### config.mk
export PLATFORM = sky130hd
export DESIGN_NAME = clk_div_ctrl_flat
export DESIGN_NICKNAME = d
export VERILOG_FILES = /design/src/rtl/clk_div_ctrl_if.sv /design/src/rtl/clk_div_ctrl.sv /design/src/flat_wrapper.sv
export SDC_FILE = /design/constraint.sdc
export NUM_CORES = 1
export LEC_CHECK = 0
export ABC_AREA = 1
export BUFFER_PORTS_ARGS = -buffer_cell sky130_fd_sc_hd__buf_2
export CAP_MARGIN = 20
export CORE_ASPECT_RATIO = 0.75
export CORE_UTILIZATION = 45
export DETAILED_ROUTE_END_ITERATION = 10
export PLACE_DENSITY_LB_ADDON = 0.08
export RECOVER_POWER = 50
export SETUP_SLACK_MARGIN = 0.4
export SLEW_MARGIN = 15
export SYNTH_ARGS = -nofsm -noshare
export SYNTH_HDL_FRONTEND = slang
export SYNTH_SLANG_ARGS = --single-unit
### constraint.sdc
create_clock -name clk -period 3.3 [get_ports clk]
set_input_delay 0.33 -clock clk [delete_from_list [all_inputs] [get_ports clk]]
set_output_delay 0.33 -clock clk [all_outputs]
set_load 0.005 [all_outputs]
### src/rtl/clk_div_ctrl_if.sv
// Divisor configuration channel for clk_div_ctrl.
// valid/ready transfer plus a one-cycle reject pulse back to the master.
interface clk_div_ctrl_if #(
    parameter int CNT_W = 16
);
    logic             cfg_valid;
    logic [CNT_W-1:0] cfg_div;
    logic             cfg_ready;
    logic             cfg_err;

    modport master (
        output cfg_valid,
        output cfg_div,
        input  cfg_ready,
        input  cfg_err
    );

    modport slave (
        input  cfg_valid,
        input  cfg_div,
        output cfg_ready,
        output cfg_err
    );
endinterface

### src/rtl/clk_div_ctrl.sv
// Programmable clock-enable divider for the VGA pixel path.
// Divisor changes land only on period boundaries (or on entry to idle).
module clk_div_ctrl #(
    parameter int CNT_W       = 16,
    parameter int DEFAULT_DIV = 4,
    parameter int TCNT_W      = 16
) (
    input  logic              clk,
    input  logic              reset,
    input  logic              run,
    clk_div_ctrl_if.slave     cfg,
    output logic              tick,
    output logic              newClk,
    output logic [CNT_W-1:0]  active_div,
    output logic              busy,
    output logic [TCNT_W-1:0] tick_count
);

    typedef enum logic [1:0] {IDLE, RUN, PEND} state_t;

    localparam logic [CNT_W-1:0]  ONE  = 1;
    localparam logic [TCNT_W-1:0] TONE = 1;
    localparam logic [CNT_W-1:0]  DEF  = CNT_W'(DEFAULT_DIV);

    state_t             state, state_n;
    logic [CNT_W-1:0]   cnt, cnt_n;
    logic [CNT_W-1:0]   pend_div, pend_n;
    logic [CNT_W-1:0]   div_n;
    logic [TCNT_W-1:0]  tcnt_n;
    logic               applied, applied_n;
    logic               busy_n, err_n;
    logic               take, ok, wrap;

    assign cfg.cfg_ready = !busy;
    assign take = cfg.cfg_valid && !busy;
    assign ok   = cfg.cfg_div >= CNT_W'(2);
    assign wrap = (cnt == active_div - ONE);

    always_comb begin
        state_n   = state;
        cnt_n     = cnt;
        div_n     = active_div;
        pend_n    = pend_div;
        tcnt_n    = tick_count;
        applied_n = applied;
        busy_n    = busy;
        err_n     = take && !ok;
        unique case (state)
            IDLE: begin
                cnt_n = '0;
                if (take && ok) begin
                    div_n  = cfg.cfg_div;
                    tcnt_n = '0;
                end
                if (run) state_n = RUN;
            end
            RUN, PEND: begin
                cnt_n = wrap ? '0 : cnt + ONE;
                if (wrap) tcnt_n = tick_count + TONE;
                // applied marks a divisor already swapped in at the accept edge
                if (state == PEND && (applied || wrap || !run)) begin
                    busy_n    = 1'b0;
                    applied_n = 1'b0;
                    state_n   = RUN;
                    if (!applied) begin
                        div_n  = pend_div;
                        tcnt_n = '0;
                    end
                end
                if (take && ok) begin
                    if (wrap || !run) begin
                        div_n     = cfg.cfg_div;
                        tcnt_n    = '0;
                        busy_n    = run;
                        applied_n = run;
                        state_n   = PEND;
                    end else begin
                        pend_n  = cfg.cfg_div;
                        busy_n  = 1'b1;
                        state_n = PEND;
                    end
                end
                if (!run) begin
                    cnt_n   = '0;
                    state_n = IDLE;
                end
            end
            default: state_n = IDLE;
        endcase
    end

    always_ff @(posedge clk) begin
        if (reset) begin
            state       <= IDLE;
            cnt         <= '0;
            active_div  <= DEF;
            pend_div    <= '0;
            applied     <= 1'b0;
            busy        <= 1'b0;
            cfg.cfg_err <= 1'b0;
            tick        <= 1'b0;
            newClk      <= 1'b0;
            tick_count  <= '0;
        end else begin
            state       <= state_n;
            cnt         <= cnt_n;
            active_div  <= div_n;
            pend_div    <= pend_n;
            applied     <= applied_n;
            busy        <= busy_n;
            cfg.cfg_err <= err_n;
            tick        <= (state_n != IDLE) && (cnt_n == div_n - ONE);
            newClk      <= (state_n != IDLE) && (cnt_n >= (div_n >> 1));
            tick_count  <= tcnt_n;
        end
    end

endmodule

### src/flat_wrapper.sv
// flat-port wrapper written by rule: the top's interface ports become plain ports
module clk_div_ctrl_flat 
#(
    parameter int CNT_W       = 16,
    parameter int DEFAULT_DIV = 4,
    parameter int TCNT_W      = 16
)
  (clk, reset, run, tick, newClk, active_div, busy, tick_count, cfg_cfg_valid, cfg_cfg_div, cfg_cfg_ready, cfg_cfg_err);
  clk_div_ctrl_if #(.CNT_W(CNT_W)) cfg_i ();
  input  logic clk;
  input  logic reset;
  input  logic run;
  output logic tick;
  output logic newClk;
  output logic [CNT_W-1:0] active_div;
  output logic busy;
  output logic [TCNT_W-1:0] tick_count;
  input wire logic [$bits(cfg_i.cfg_valid)-1:0] cfg_cfg_valid;
  input wire logic [$bits(cfg_i.cfg_div)-1:0] cfg_cfg_div;
  output wire logic [$bits(cfg_i.cfg_ready)-1:0] cfg_cfg_ready;
  output wire logic [$bits(cfg_i.cfg_err)-1:0] cfg_cfg_err;
  assign cfg_i.cfg_valid = cfg_cfg_valid;
  assign cfg_i.cfg_div = cfg_cfg_div;
  assign cfg_cfg_ready = cfg_i.cfg_ready;
  assign cfg_cfg_err = cfg_i.cfg_err;
  clk_div_ctrl #(.CNT_W(CNT_W), .DEFAULT_DIV(DEFAULT_DIV), .TCNT_W(TCNT_W)) u_core (.clk(clk), .reset(reset), .run(run), .cfg(cfg_i), .tick(tick), .newClk(newClk), .active_div(active_div), .busy(busy), .tick_count(tick_count));
endmodule
---- Yosys cells after proc, flatten, opt, wreduce, memory -nomap -nowiden ----
Index checks and enable logic that the tools add are counted.
Widths: inputs -> output; s select.
cells by class
  add/subtract/negate cells ............... 4
  order comparisons ....................... 2
  eq/ne operators ......................... 5
  muxes and demuxes ....................... 27
  bitwise logic cells ..................... 1
  reductions and logical operators ........ 20
operators with widths
  operator               count
  $mux 16                13
  $pmux 16 s2            3
  $add 16x1->16 const B  2
  $eq 16x16->1           2
  $sub 16x1->16 const B  2
  $ge 16x15->1           1
  $ge 16x2->1 const B    1
  $mux 2                 4
  $logic_and 1x1->1      6
  $mux 1                 6
  $reduce_bool 2->1      3
  $pmux 2 s2             1
  $reduce_and 2->1       2
  $logic_not 1->1        3
  $logic_or 1x1->1       3
  $reduce_and 3->1       1
  $eq 2x1->1 const B     1
  $eq 2x2->1 const B     1
  $logic_not 2->1        1
  $ne 2x1->1 const B     1
  $reduce_or 2->1        1
  $not 1->1              1
word-level totals
  register bits ........................... 71
  input port bits ......................... 20
  output and inout port bits .............. 37
  word-level logic and storage cells ...... 69

---- Depth between registers and ports, before layout ----
  word-level depth ........................ 12
  gate-level depth with buffers ........... 34
  mapped depth without buffers ............ 34

---- Worst setup path after synthesis ----
OpenSTA, ideal clock, no wires.
  path type ............................... reg-to-reg
  start ................................... register u_core.active_div[1]
  end ..................................... register u_core.newClk
  setup time .............................. 0.123 ns
  arrival time ............................ 3.507 ns
  data required time ...................... 3.177 ns
  setup slack ............................. -0.330 ns
  stages on the path, launching flop included .. 29
  path buffers ............................ 1
  period minus slack after synthesis ...... 3.630 ns
  cell sequence ........................... dfxtp_1 -> inv_1 -> ha_1 -> xnor2_1 -> xor2_1 -> nand2_1 -> nor2_1 -> nand2_1 -> nor2_4 -> nand3_4 -> nand2_8 -> inv_4 -> buf_6 -> nand3_1 -> nand2_1 -> nand3_1 -> nand2_1 -> ha_1 -> a21oi_1 -> o21ai_0 -> a21o_1 -> a21oi_1 -> o21ai_0 -> a21oi_1 -> o21ai_0 -> nand3_1 -> nand2_1 -> a211oi_1 -> a21oi_1
between the ends
  word-level cells in the longest chain between the ends .. 11
  elaborated cells between the ends (all ways) .. 22
  classes of those cells .................. add/sub (1); order compare (1); eq/ne (1); mux (13); reduce/logical (6)
ends and longest elaborated chain
  item                                                      RTL line                                RTL
  start, declared                                           clk_div_ctrl.sv:14                      output logic [CNT_W-1:0] active_div,
  start signal, assigned                                    clk_div_ctrl.sv:107                     active_div <= div_n;
  $sub 16x1->16                                             clk_div_ctrl.sv:37                      assign wrap = (cnt == active_div - ONE);
  $eq 16x16->1                                              clk_div_ctrl.sv:37
  $logic_or 1x1->1 (2 in a row)                             clk_div_ctrl.sv:61                      if (state == PEND && (applied || wrap || !run)) begin
  $logic_and 1x1->1                                         clk_div_ctrl.sv:61
  $mux 16 / $mux 2 (equally long branches)                  clk_div_ctrl.sv:61
  $mux 16 / $mux 2 (equally long branches)                  clk_div_ctrl.sv:71, clk_div_ctrl.sv:70
  $mux 16 / $mux 2 (equally long branches)                  clk_div_ctrl.sv:70, clk_div_ctrl.sv:83
  $pmux 16 s2 / $pmux 2 s2 (equally long branches)          clk_div_ctrl.sv:48                      unique case (state)
  $ge 16x15->1 / $reduce_bool 2->1 (equally long branches)  clk_div_ctrl.sv:113                     newClk <= (state_n != IDLE) && (cnt_n >= (div_n >> 1));
  $logic_and 1x1->1 (*)                                     clk_div_ctrl.sv:113
  end signal, assigned                                      clk_div_ctrl.sv:113
  end, declared                                             clk_div_ctrl.sv:13                      output logic newClk,
Every way passes the cells marked *; elsewhere a longest branch is shown, timed or not.
A chain may end at the register's enable or synchronous reset.

---- Worst setup path after layout ----
  start ................................... register u_core.active_div[1]
  end ..................................... register u_core.newClk
between the ends
  word-level cells in the longest chain between the ends .. 11
  elaborated cells between the ends (all ways) .. 22
  classes of those cells .................. add/sub (1); order compare (1); eq/ne (1); mux (13); reduce/logical (6)
ends and longest elaborated chain
  item                           RTL line             RTL
  $sub 16x1->16                  clk_div_ctrl.sv:37
  $eq 16x16->1                   clk_div_ctrl.sv:37
  $logic_or 1x1->1 (2 in a row)  clk_div_ctrl.sv:61
  $logic_and 1x1->1              clk_div_ctrl.sv:61
  $mux 16                        clk_div_ctrl.sv:61
  $mux 16                        clk_div_ctrl.sv:71   if (wrap || !run) begin
  $mux 16                        clk_div_ctrl.sv:70   if (take && ok) begin
  $pmux 16 s2 (*)                clk_div_ctrl.sv:48
  named net u_core.div_n[1]      clk_div_ctrl.sv:28   logic [CNT_W-1:0] div_n;
  $ge 16x15->1 (*)               clk_div_ctrl.sv:113
  $logic_and 1x1->1 (*)          clk_div_ctrl.sv:113
The timed path passes the listed nets; every way through them passes the cells marked *.

==> impl_metrics.toml <==
[synth]
synth_top_area_share_pct = 24.1
yosys.area.top_type = "dfxtp_1"
synth_nets = 995
ys_warn_count = 0
syn_avg_cell_area_um2 = 6.20
yosys-top-cells-area = "dfxtp_1 24%, nand2_1 15%, nand3_1 9.1%, inv_1 7.2%, nor2_1 5.9%"
synth_area_um2 = 5910
yosysSeqAreaShare_pct = 24.1
synth_cells = 953
ys_ff_latch = 71
ys_types = 41

[global_routing]
grt_pass1_wl_um = 31700
grt_max_degree = 65
grt_pass1_vias = 6197
grt.overflow.total = 0
grt_use_total_pct = 30.0
antenna_found_initial = 0

[critical_path]
slowest_stage = "dfxtp_4"
r2r-start = "u_core.active_div[1]"
critPathKind = "flop to flop"
cpMostUsedCell = "nand2_1"
arrival_ps = 4020
r2r_cells = 33
end_kind = "flop"
crit_required_ps = 3520
crit_start = "u_core.active_div[1]"
worstPathMaxFanout = 7
critPathLaunchType = "flop"
slowest_delay_ps = 360

[status]
status = "complete, but fails checks"
violations = "capacitance limit, slew limit, setup timing"

[min_path]
worstHoldStart = "cfg_cfg_valid"
hold_path_depth = 3
worstHoldPathType = "input port to flop"

[route]
wl_per_cell_um = 14.9
first_pass_iters = 7
antenna_left = 0
via_per_inst = 5.14
dr_total_vias = 6805
drtIter0Drc = 469
totalWireLength_um = 19700
drc = 0

[die]
pin_count = 57
die_x_um = 134
initial_core_util_pct = 47.2
die_h_um = 101
rows = 35
die_area_um2 = 13600
design.core.area_um2 = 12500

[finish]
multi_input_area_um2 = 4090
diodes = 0
seq_area_um2 = 1430
layout.nets = 1197
area_growth_pct = 36.3
fill_cells = 1209
layout-drive-gt1-share_pct = 27.8

[power]
cellPowerDensity_nw_per_um2 = 407
p_leak_nw = 3.94
ir_worst_vdd_v = 0.000263

[sta]
fin_ws_ps = -500
hold_slack_ps = 266
setup_violations = 2
slew_violations = 65
tns_ps = -639
period_share_pct = 115
finalHoldViolCount = 0
worst_clock_skew_ps = 10.6
fmax_mhz = 263
rsz0062_at_grt = "yes"
worstMarginPinSlew_ps = 1520
finalCriticalPeriod_ps = 3800
maxSlewHeadroom_pct = -1.52

[place]
gp_congestion = 0.918
place_hpwl_um = 15000
port_buffers = 56

[clocking]
numClockSinks = 71
cts_max_level = 3
clockBufferDepth = 2
path_clk_slew_ps = 60
cts_tree = "done"
clk_latency_ps = 340
cts_made_buffers = 9
clockRootBuffer = "clkbuf_16"

[run]
maxCapViolations = 1
==> through the flow <==
step / instances / cell area [um2] / total power [mW] / worst slack [ps] / util [%]
2_1_floorplan: 953 / 5950 / 1.66 / -103 / -
3_3_place_gp: 1287 / 7390 / 2.16 / -401 / 59.0
3_5_place_dp: 1287 / 7390 / 2.17 / -520 / 59.0
4_1_cts: 1316 / 7920 / 3.26 / -496 / 63.2
5_1_grt: 1325 / 8050 / 3.46 / -742 / 64.3
6_report: 1325 / 8050 / 3.28 / -500 / 64.3
==> state kept, by name, summed over array words and instances, names as in the netlist <==
register and flops:
u_core.applied 1, u_core.cnt 16, u_core.tick 1, u_core.state 2, u_core.pend_div 16, u_core.active_div 16
u_core.tick_count 16, u_core.cfg.cfg_err 1, u_core.busy 1, u_core.newClk 1
==> power breakdown <==
group          total, mW  internal, mW  switching (mW)
Clock               1.04         0.649           0.389
Combinational       1.30         0.545           0.753
Sequential         0.940         0.895          0.0451
==> cell families after synthesis <==
| logic type | after synthesis | synth area share, % |
|---|---|---|
| flip-flops | 71 | 24.1 |
| XOR/XNOR | 53 | 7.86 |
| AND/OR/NAND/NOR | 537 | 42.9 |
| adder cells (fa/ha/maj) | 22 | 4.66 |
| buffers and inverters | 157 | 10.4 |
| AO/OA/AOI/OAI | 113 | 10.1 |
==> layout make-up <==
| cell class | count | share of cell area [%] |
|---|---|---|
| Inverter | 125 | 5.92 |
| Multi-Input combinational cell | 725 | 50.8 |
| Tap cell | 166 | 2.58 |
| Clock inverter | 4 | 0.637 |
| Clock buffer | 11 | 3.28 |
| Sequential cell | 71 | 17.7 |
| Timing Repair Buffer | 223 | 19.0 |
==> layer usage <==
metal / global-route usage, % / vias to the layer above / share of wire, % / routed length, um
met4: 6.91 / 0 / 1.4 / 276
met1: 42.0 / 3102 / 48 / 9410
met5: 0 / - / 0 / 0
met3: 6.56 / 21 / 7.5 / 1480
met2: 47.0 / 216 / 43 / 8570
li1: - / 3466 / - / -
==> cells in the final DEF (no fill, tap or decap), drive strengths merged, types with 26 or more instances in the layout <==
| cell type | instances |
|---|---|
| nor2 | 111 |
| xor2 | 36 |
| buf | 203 |
| clkbuf | 31 |
| nand2 | 261 |
| a21oi | 55 |
| nand3 | 112 |
| nand4 | 26 |
| inv | 124 |
| o21ai | 48 |
| dfxtp | 71 |
==> synthesized netlist by cell type, drive strengths merged <==
master,number
buf,5
a211oi,1
a21o,4
o21ai,48
a21oi,55
or2,7
o211ai,1
clkbuf,27
a221oi,1
o2111ai,1
nand4,26
nand2,261
nand3,112
nor3,10
o21bai,1
nand3b,5
xor2,36
nor2,111
inv,123
clkinv,2
nor4,4
ha,22
xnor2,17
o31ai,1
dfxtp,71
and3,1
==> path summary, 6_finish.rpt <==
kind         slack [ps]                  end
max                -500        u_core.newClk
min                 270   u_core.cfg.cfg_err
min reg2reg         460  u_core.pend_div[15]
max reg2reg        -500        u_core.newClk
==> critical path, delay by kind of cell, from the launching register on <==
kind,cells,cell delay [ps]
AND/OR/NAND/NOR,17,1500
AO/OA/AOI/OAI,9,1070
adder cells (fa/ha/maj),2,460
flip-flops,1,360
buffers and inverters,5,300
==> repair_timing <==
item,CTS,global route
hold buffers,0,0
gates cloned,0,0
pin swaps,25,19
gates resized for setup,25,31
setup endpoints to repair,7,11
setup buffers,14,9
No activity file was read; power rests on OpenSTA's default activity.
